File: src/rtl/fifo_arb_pkg.sv
`default_nettype none
// ============================================================================
//  Module   : fifo_arb_pkg
//  Purpose  : Shared types and width helpers for the FIFO write arbiter and
//             its round-robin picker.
//  Contents : arb_state_t - arbiter FSM state encoding (IDLE, GRANT)
//             occ_width() - bits needed to count 0..depth entries
//             idx_width() - bits needed to index n requesters (min 1)
//  Revision : 1.0 - initial release
// ============================================================================
package fifo_arb_pkg;

    typedef enum logic [0:0] {
        IDLE  = 1'b0,
        GRANT = 1'b1
    } arb_state_t;

    // Occupancy must represent the full value DEPTH, hence depth+1 codes.
    function automatic int occ_width(input int depth);
        return $clog2(depth + 1);
    endfunction

    // Keep at least one bit so a single-requester build still has a port.
    function automatic int idx_width(input int n);
        return (n <= 2) ? 1 : $clog2(n);
    endfunction

endpackage : fifo_arb_pkg
`default_nettype wire

File: src/rtl/rr_pick.sv
`default_nettype none
// ============================================================================
//  Module   : rr_pick
//  Purpose  : Combinational round-robin priority picker. Returns the first
//             asserted request found searching upward from rr_ptr, wrapping
//             at NUM_REQ.
//  Ports    : req       in  NUM_REQ  request vector
//             rr_ptr    in  IDX_W    highest-priority position (< NUM_REQ)
//             winner    out IDX_W    index of selected request (0 if none)
//             any_valid out 1        at least one request asserted
//  Revision : 1.0 - initial release
// ============================================================================
module rr_pick
    import fifo_arb_pkg::*;
#(
    parameter int NUM_REQ = 4,
    parameter int IDX_W   = idx_width(NUM_REQ)
) (
    input  logic [NUM_REQ-1:0] req,
    input  logic [IDX_W-1:0]   rr_ptr,
    output logic [IDX_W-1:0]   winner,
    output logic               any_valid
);

    // Scan offsets from the far end toward rr_ptr so the nearest hit is the
    // last one written and therefore wins.
    always_comb begin : p_pick
        int               w_idx;
        logic [IDX_W-1:0] w_sel;
        w_idx     = 0;
        w_sel     = '0;
        winner    = '0;
        any_valid = 1'b0;
        for (int off = NUM_REQ - 1; off >= 0; off--) begin
            w_idx = int'(rr_ptr) + off;
            if (w_idx >= NUM_REQ) begin
                w_idx = w_idx - NUM_REQ;
            end
            w_sel = IDX_W'(w_idx);
            if (req[w_sel]) begin
                winner    = w_sel;
                any_valid = 1'b1;
            end
        end
    end

endmodule : rr_pick
`default_nettype wire

File: src/rtl/fifo_wr_arbiter.sv
`default_nettype none
// ============================================================================
//  Module   : fifo_wr_arbiter
//  Purpose  : Shares one synchronous FIFO write port among NUM_REQ producers
//             with round-robin grants of at most MAX_BURST beats. Tracks FIFO
//             occupancy itself so the FIFO is never written when full.
//  Ports    : clk, reset   clock, synchronous active-high reset
//             req_valid    in  per-requester valid
//             req_data     in  requester i at [i*WIDTH +: WIDTH]
//             req_ready    out per-requester accept (combinational)
//             fifo_wren    out registered FIFO write enable
//             fifo_wrdata  out registered FIFO write data
//             fifo_rd_done in  consumer read accepted by the FIFO
//             occupancy    out entries written or reserved, not yet read
//             grant_id     out current owner, valid while busy
//             busy         out FSM in GRANT
//  Revision : 1.0 - initial release
// ============================================================================
module fifo_wr_arbiter
    import fifo_arb_pkg::*;
#(
    parameter int NUM_REQ   = 4,
    parameter int WIDTH     = 32,
    parameter int DEPTH     = 16,
    parameter int MAX_BURST = 4
) (
    input  logic                           clk,
    input  logic                           reset,
    input  logic [NUM_REQ-1:0]             req_valid,
    input  logic [NUM_REQ*WIDTH-1:0]       req_data,
    output logic [NUM_REQ-1:0]             req_ready,
    output logic                           fifo_wren,
    output logic [WIDTH-1:0]               fifo_wrdata,
    input  logic                           fifo_rd_done,
    output logic [occ_width(DEPTH)-1:0]    occupancy,
    output logic [idx_width(NUM_REQ)-1:0]  grant_id,
    output logic                           busy
);

    localparam int                   c_OCC_W     = occ_width(DEPTH);
    localparam int                   c_IDX_W     = idx_width(NUM_REQ);
    localparam logic [c_OCC_W-1:0]   c_DEPTH     = c_OCC_W'(DEPTH);
    localparam logic [c_OCC_W-1:0]   c_OCC_ONE   = c_OCC_W'(1);
    localparam logic [7:0]           c_MAX_BURST = 8'(MAX_BURST);
    localparam logic [c_IDX_W-1:0]   c_LAST_ID   = c_IDX_W'(NUM_REQ - 1);
    localparam logic [c_IDX_W-1:0]   c_IDX_ONE   = c_IDX_W'(1);

    arb_state_t           r_state,       w_state_nxt;
    logic [c_IDX_W-1:0]   r_grant_id,    w_grant_id_nxt;
    logic [c_IDX_W-1:0]   r_rr_ptr,      w_rr_ptr_nxt;
    logic [7:0]           r_beat_cnt,    w_beat_cnt_nxt;
    logic [c_OCC_W-1:0]   r_occupancy,   w_occupancy_nxt;
    logic                 r_fifo_wren,   w_fifo_wren_nxt;
    logic [WIDTH-1:0]     r_fifo_wrdata, w_fifo_wrdata_nxt;

    logic [c_IDX_W-1:0]   w_pick_id;
    logic                 w_pick_any;
    logic                 w_space;
    logic                 w_owner_valid;
    logic                 w_handshake;
    logic                 w_rd_dec;
    logic [c_IDX_W-1:0]   w_rr_after_owner;
    logic [WIDTH-1:0]     w_lane [NUM_REQ];

    generate
        for (genvar gi = 0; gi < NUM_REQ; gi++) begin : g_lanes
            assign w_lane[gi] = req_data[gi*WIDTH +: WIDTH];
        end
    endgenerate

    rr_pick #(
        .NUM_REQ (NUM_REQ),
        .IDX_W   (c_IDX_W)
    ) u_rr_pick (
        .req       (req_valid),
        .rr_ptr    (r_rr_ptr),
        .winner    (w_pick_id),
        .any_valid (w_pick_any)
    );

    // Ready depends only on registered state, so a read strobe in a full
    // cycle cannot raise ready until the following cycle.
    assign w_space          = (r_occupancy < c_DEPTH);
    assign w_owner_valid    = req_valid[r_grant_id];
    assign w_handshake      = (r_state == GRANT) && w_owner_valid && w_space && !reset;
    assign w_rd_dec         = fifo_rd_done && (r_occupancy != '0);
    assign w_rr_after_owner = (r_grant_id == c_LAST_ID) ? '0 : (r_grant_id + c_IDX_ONE);

    always_comb begin
        req_ready = '0;
        if ((r_state == GRANT) && w_space && !reset) begin
            req_ready[r_grant_id] = 1'b1;
        end
    end

    always_comb begin
        w_state_nxt       = r_state;
        w_grant_id_nxt    = r_grant_id;
        w_rr_ptr_nxt      = r_rr_ptr;
        w_beat_cnt_nxt    = r_beat_cnt;
        w_fifo_wren_nxt   = w_handshake;
        w_fifo_wrdata_nxt = w_handshake ? w_lane[r_grant_id] : r_fifo_wrdata;

        // The slot is reserved at handshake, one cycle before the write lands.
        case ({w_handshake, w_rd_dec})
            2'b10:   w_occupancy_nxt = r_occupancy + c_OCC_ONE;
            2'b01:   w_occupancy_nxt = r_occupancy - c_OCC_ONE;
            default: w_occupancy_nxt = r_occupancy;
        endcase

        case (r_state)
            IDLE: begin
                if (w_pick_any) begin
                    w_state_nxt    = GRANT;
                    w_grant_id_nxt = w_pick_id;
                    w_beat_cnt_nxt = '0;
                end
            end
            GRANT: begin
                if (!w_owner_valid) begin
                    w_state_nxt  = IDLE;
                    w_rr_ptr_nxt = w_rr_after_owner;
                end else if (w_handshake) begin
                    w_beat_cnt_nxt = r_beat_cnt + 8'd1;
                    if ((r_beat_cnt + 8'd1) == c_MAX_BURST) begin
                        w_state_nxt  = IDLE;
                        w_rr_ptr_nxt = w_rr_after_owner;
                    end
                end
                // Valid owner with no space simply holds the grant.
            end
            default: begin
                w_state_nxt = IDLE;
            end
        endcase
    end

    always_ff @(posedge clk) begin
        if (reset) begin
            r_state       <= IDLE;
            r_grant_id    <= '0;
            r_rr_ptr      <= '0;
            r_beat_cnt    <= '0;
            r_occupancy   <= '0;
            r_fifo_wren   <= 1'b0;
            r_fifo_wrdata <= '0;
        end else begin
            r_state       <= w_state_nxt;
            r_grant_id    <= w_grant_id_nxt;
            r_rr_ptr      <= w_rr_ptr_nxt;
            r_beat_cnt    <= w_beat_cnt_nxt;
            r_occupancy   <= w_occupancy_nxt;
            r_fifo_wren   <= w_fifo_wren_nxt;
            r_fifo_wrdata <= w_fifo_wrdata_nxt;
        end
    end

    assign fifo_wren   = r_fifo_wren;
    assign fifo_wrdata = r_fifo_wrdata;
    assign occupancy   = r_occupancy;
    assign grant_id    = r_grant_id;
    assign busy        = (r_state == GRANT);

endmodule : fifo_wr_arbiter
`default_nettype wire

File: config.mk
export PLATFORM = sky130hd
export DESIGN_NAME = fifo_wr_arbiter
export DESIGN_NICKNAME = d
export VERILOG_FILES = /design/src/rtl/fifo_arb_pkg.sv /design/src/rtl/rr_pick.sv /design/src/rtl/fifo_wr_arbiter.sv
export SDC_FILE = /design/constraint.sdc
export NUM_CORES = 1
export LEC_CHECK = 0
export ABC_AREA = 1
export CORE_ASPECT_RATIO = 0.6
export CORE_UTILIZATION = 43
export DETAILED_ROUTE_END_ITERATION = 6
export PLACE_DENSITY_LB_ADDON = 0.15
export SLEW_MARGIN = 20
export SYNTH_ARGS = -nofsm -noshare
export SYNTH_HDL_FRONTEND = slang
export SYNTH_HIERARCHICAL = 1
export SYNTH_SLANG_ARGS = --single-unit
export TNS_END_PERCENT = 1
File: constraint.sdc
create_clock -name clk -period 6.1 [get_ports clk]
set_input_delay 0.61 -clock clk [delete_from_list [all_inputs] [get_ports clk]]
set_output_delay 0.61 -clock clk [all_outputs]
set_load 0.005 [all_outputs]
==> flow_summary_export.csv, run 1 <==
group,metric,value,unit
run_status,status,"finished, final reports clean",
synth,avgSynthCellArea,6.25,sq um
drt,dr_total_vias,4155,
critical_path,crit_path_end_kind,"flip-flop",
synth,synth_area_leaders,"dfxtp_1 (31%), nor2_1 (16%), o21ai_0 (16%), nand2_1 (6.2%), o22ai_1 (6.0%)",
synth,synth_compound_gate_area_share,0.259,
timing,drv_slew,0,
finish,drive_above_1_share,0.0451,
global_routing,grt_pass1_vias,4015,
power,cellPowerDensity,290,mW/mm^2
global_routing,grt_usage,0.274,
floorplanning,start_util,0.450,
global_routing,grt_pass1_wl,17800,um
power,p_comb_frac,0.480,
synth,synth_top_area_frac,0.307,
drt,drc,0,
clock_network,cts_tree,"yes",
run,drv_cap,0,
finish,syn2layout_area_growth,59.0,%
clock_network,clockBufferDepth,2,
power,power.total,1.53,mW
power,clkPwrFrac,0.234,
floorplanning,die-area,0.00810,sq mm
place,port_buffers,179,
synth,yosys_most_used_dff,"dfxtp_1",
synth,yosys.area.top_type,"dfxtp_1",
clock_network,cts.clk_slew.worst_paths,0.07,ns
critical_path,arrival,3.93,ns
synth,yosys.area_share.simple,0.294,
timing,fmax,265,MHz
floorplanning,num_rows,24,
critical_path,r2r_slack,2.33,ns
synth,syn_inst,532,
critical_path,reg2reg_from,"grant_id[0]",
timing,tightest_slew,1.07,ns
floorplanning,core_area,0.00739,sq mm
power,swShare,0.374,
timing,setup_viol,0,
critical_path,worstPathMaxFanout,70,
hold_path,hp-class,"reg -> reg",
finish,ff_latch_area,0.00102,sq mm
global_routing,antenna_found_initial,0,
synth,synth_fa_ha_area_frac,0.0338,
floorplanning,io_pins,180,
synth,synth_cell_types,32,
synth,synth_xor_area_frac,0.0158,
clock_network,root_buffer,"clkbuf_16",
timing,tns,0,ns
timing,rsz0062_at_grt,"false",
hold_path,min_path_cells,2,
synth,synthMuxAreaShare,0,
floorplanning,die_w,116,um
clock_network,cts_resized,0,
place,place_congestion,0.885,
clock_network,clk_latency,0.29,ns
finish,nets,830,
drt,first_pass_iters,4,
floorplanning,fp.dieH,70.1,um
timing,skew,0.00642,ns
drt,drt_iter0_drc,235,
critical_path,rr_worst_depth,14,
drt,wl_per_cell,13.9,um
clock_network,postCtsSetupBuffers,0,
global_routing,grt_start_max_net_pins,71,
finish,nFillCells,628,
power,power_switching,574,uW
clock_network,holdBufCountCts,0,
power,ir_drop,0.178,mV
synth,yosysWarnings,6,
synth,synth_edf_count,0,
global_routing,overflow,0,
power,p_int,960,uW
drt,routed_via_density,5.25,
timing,max-slew-margin-rel,0.284,
synth,ys_seq_area_frac,0.307,
synth,yosys_register_bits,51,
critical_path,r2r-end,"occupancy[4]",
finish,antennaDiodeCount,0,
finish,multi_input_area,0.00200,sq mm
drt,ant_nets,0,
synth,async_reset_ff_frac,0,
hold_path,hp-start,"r_beat_cnt[7]",
finish,layout_common_cells,"clkdlybuf4s50_1 (179), nor2_1 (145), o21ai_0 (106)",
timing,period_share,0.618,
power,p_leak,2.14,nW
critical_path,required,6.26,ns
timing,hold_viol_final,0,
critical_path,start_kind,"flip-flop",
place,post-dp-hpwl,7790,um
synth,synth_top_family_by_area,"simple AND/OR/NAND/NOR gates",
finish,layout_commonest_cell,"clkdlybuf4s50_1",
critical_path,path_class,"reg -> reg",
clock_network,cts_sinks,51,
synth,netlist_area,0.00333,sq mm
synth,syn_nets,676,
drt,wl,11000,um
timing,period_needed,3.77,ns
hold_path,hold_end,"r_beat_cnt[7]",
power,seqPwrFrac,0.286,
clock_network,htreeDepth,2,
clock_network,numCtsBuffers,5,
## critical path, cell delays in order (launching register included)
cell and delay, ns:
dfxtp_2 0.32, inv_2 0.75, nand2_1 0.12, nand3_1 0.18
nand3_2 0.67, ha_1 0.58, xor2_1 0.18, ha_1 0.19
inv_1 0.05, nand2_1 0.07, and3_1 0.20, o21bai_1 0.15
nand2_1 0.07, nand2_1 0.06, a21oi_1 0.05
## how the worst max path moves through the flow
stage,slack [ns],cells past startpoint,from,end
floorplan,3.49,16,reset,occupancy[4]
global placement,2.31,14,reset,occupancy[4]
detailed placement,2.17,13,reset,occupancy[4]
CTS,2.33,14,grant_id[0],occupancy[4]
global route,1.91,14,grant_id[0],occupancy[4]
finish,2.33,14,grant_id[0],occupancy[4]
## power by group through the flow
stage / sequential (mW) / combinational, mW / clock (mW)
global route: 0.447 / 0.828 / 0.375
global placement: 0.442 / 0.713 / 0
CTS: 0.438 / 0.736 / 0.362
floorplan: 0.440 / 0.446 / 0
detailed placement: 0.444 / 0.733 / 0
finish: 0.439 / 0.736 / 0.360
## kinds of logic (layout without fill, tap and decap cells)
| kind of cell | Yosys count | in the layout |
|---|---|---|
| and+or+nand+nor | 236 | 236 |
| DFF | 51 | 51 |
| xor gates and xnor gates | 6 | 6 |
| adders and majority gates | 9 | 9 |
| buffers and inverters | 69 | 224 |
| AOI/OAI and AO/OA | 161 | 161 |
## flip-flops by register name (all words and copies together) (netlist names)
register and flops:
fifo_wrdata 32, r_beat_cnt 8, occupancy 5, grant_id 2, r_rr_ptr 2, busy 1, fifo_wren 1
## stage by stage
step | setup slack [ns] | cell area, sq um | utilization | hold slack, ns | instances
after floorplan | 3.49 | 3330 | - | 0.453 | 532
after global placement | 2.31 | 5100 | 0.690 | 0.466 | 783
after detailed placement | 2.17 | 5100 | 0.690 | 0.489 | 783
after CTS | 2.33 | 5290 | 0.716 | 0.499 | 791
after global routing | 1.91 | 5290 | 0.716 | 0.516 | 791
final | 2.33 | 5290 | 0.716 | 0.500 | 791
## area by class of cell
cell class	count	share of cell area
clock buffers	5	0.0237
clock inverters	3	0.0128
inverters	35	0.0253
multi-input cells	412	0.379
flip-flops and latches	51	0.193
well taps	104	0.0246
repair buffers	181	0.342
## per-layer routing
metal	up-vias	wire, um	GRT usage	part of all wire
met5	-	0	0	0
met4	0	222	0.0823	0.020
met3	23	903	0.0686	0.082
met2	160	5130	0.478	0.47
met1	1899	4710	0.329	0.43
li1	2073	-	-	-
## synth_stat cells (2+ instances only)
cell      count
dfxtp_1      51
clkbuf_1     20
nor2_1      145
nand2_4       2
nand3_1      20
inv_2         4
o21bai_1      2
nand3_2       2
o21ai_0     106
o22ai_1      32
buf_2         8
buf_6         3
inv_1        30
buf_4         2
ha_1          9
nand2_1      55
a21oi_1      17
nand2_2       6
xor2_1        5
Power figures use the tool's default switching activity.
==> run 2: changes to the inputs <==
Settings changed: CORE_UTILIZATION 43 to 40.
Clock period 6.1 ns to 3.9 ns, I/O delays scaled along.
==> run 2 against run 1 <==
Final cell count increased by 0.88%. Global-route usage decreased by 1.4 points. Die area increased by 7.3%. Largest cell class unchanged.
==> flow_summary_export.csv, run 2 (same netlist as run 1, synthesis figures left out) <==
group,metric,value,unit
run_status,status,"finished, final reports clean",
critical_path,rr_worst_depth,15,
power,swShare,0.393,
finish,largest_reg_flops,32,
timing,fmax,349,MHz
timing,period_needed,2.86,ns
timing,drv_slew,0,
finish,fin_area,0.00528,sq mm
global_routing,antenna_found_initial,0,
global_routing,overflow,0,
clock_network,numCtsBuffers,5,
finish,layout_common_cells,"clkdlybuf4s50_1 (179), nor2_1 (145), o21ai_0 (106)",
global_routing,grt_pass1_vias,3879,
finish,layout_commonest_cell,"clkdlybuf4s50_1",
place,dp_cells,790,
global_routing,grt_start_max_net_pins,44,
drt,wl,11100,um
finish,syn2layout_area_growth,58.6,%
timing,rsz0062_at_grt,"false",
finish,drive_above_1_share,0.0478,
floorplanning,core_area,0.00798,sq mm
clock_network,clockBufferDepth,2,
timing,period_share,0.734,
clock_network,root_buffer,"clkbuf_16",
place,post-dp-hpwl,8110,um
timing,setup_slack,1.04,ns
power,clkPwrFrac,0.194,
critical_path,endpoint,"occupancy[4]",
clock_network,clk_latency,0.28,ns
drt,ant_nets,0,
critical_path,path_class,"in -> reg",
timing,skew,0.00341,ns
timing,hold_viol_final,0,
floorplanning,fp.dieH,72.6,um
clock_network,holdBufCountCts,0,
hold_path,hp-start,"r_beat_cnt[7]",
power,ir_drop,0.248,mV
timing,max-slew-margin-rel,0.322,
power,cellPowerDensity,436,mW/mm^2
critical_path,worstSetupStartpoint,"reset",
hold_path,hp-class,"reg -> reg",
power,power_switching,906,uW
place,detailedPlace.worstSlack,0.758,ns
place,dpl-instance-area,0.00512,sq mm
critical_path,arrival,3.07,ns
floorplanning,die_w,120,um
finish,fin_util,0.661,
timing,tns,0,ns
finish,antennaDiodeCount,0,
clock_network,postCtsSetupBuffers,0,
power,power.total,2.30,mW
clock_network,cts_sinks,51,
critical_path,r2r_slack,1.11,ns
drt,first_pass_iters,5,
timing,hold_ws,0.489,ns
drt,drt_iter0_drc,290,
finish,final_cells,798,
floorplanning,io_pins,180,
floorplanning,die-area,0.00870,sq mm
hold_path,min_path_cells,2,
clock_network,cts_tree,"yes",
critical_path,crit_path_end_kind,"flip-flop",
critical_path,worstPathMaxFanout,15,
clock_network,cts_resized,0,
finish,nets,833,
critical_path,r2r-end,"occupancy[4]",
drt,routed_via_density,5.16,
clock_network,cts.clk_slew.worst_paths,0.07,ns
timing,tightest_slew,1.01,ns
critical_path,reg2reg_from,"grant_id[0]",
critical_path,start_kind,"primary input",
clock_network,htreeDepth,2,
critical_path,required,4.11,ns
drt,wl_per_cell,13.9,um
timing,setup_viol,0,
power,seqPwrFrac,0.300,
drt,dr_total_vias,4115,
global_routing,grt_usage,0.260,
run,drv_cap,0,
floorplanning,start_util,0.417,
finish,nFillCells,689,
global_routing,grt_pass1_wl,18200,um
place,port_buffers,179,
power,p_int,1.40,mW
power,p_leak,2.14,nW
place,place_congestion,0.850,
power,p_comb_frac,0.507,
floorplanning,num_rows,25,
drt,drc,0,
==> run 2: cell count changes in the layout (fill, tap and decap cells not counted) <==
cell        before  now
buf_4            2    5
bufinv_16        2    0
clkbuf_1         0    1
clkbuf_8         0    1
clkinv_4         0    1
clkinvlp_4       1    0
==> run 2: area by class of cell <==
type / count / area, sq um / area share
multi-input cells: 412 / 2000 / 0.380
flip-flops and latches: 51 / 1020 / 0.194
inverters: 35 / 134 / 0.0254
clock buffers: 7 / 143 / 0.0270
well taps: 108 / 135 / 0.0256
clock inverters: 1 / 8.76 / 0.00166
repair buffers: 184 / 1830 / 0.347
==> run 2: worst max-delay path, cell delays in order <==
cell             delay (ns)
clkdlybuf4s50_1        0.62
nor3_2                 0.29
nand3_2                0.31
ha_1                   0.38
xor2_1                 0.17
ha_1                   0.20
inv_1                  0.05
nand2_1                0.07
and3_1                 0.19
nor2_1                 0.11
nand2_1                0.06
nand2_1                0.07
nand2_1                0.05
a21oi_1                0.11
==> run 2: worst min-delay path by stage <==
stage | endpoint
detailed placement | r_beat_cnt[0]
global route | r_beat_cnt[5]
finish | r_beat_cnt[7]
global placement | r_beat_cnt[7]
floorplan | r_beat_cnt[7]
CTS | r_beat_cnt[7]
==> run 2: power groups by stage <==
stage | clock (mW) | sequential [mW] | combinational, mW
finish | 0.446 | 0.690 | 1.17
global route | 0.475 | 0.701 | 1.30
CTS | 0.451 | 0.687 | 1.17
detailed placement | 0 | 0.696 | 1.16
global placement | 0 | 0.696 | 1.13
floorplan | 0 | 0.689 | 0.697
==> run 2: routing by layer <==
| layer | track usage | part of all wire |
|---|---|---|
| met4 | 0.0597 | 0.011 |
| met1 | 0.330 | 0.45 |
| met5 | 0 | 0 |
| met3 | 0.0688 | 0.093 |
| met2 | 0.445 | 0.45 |
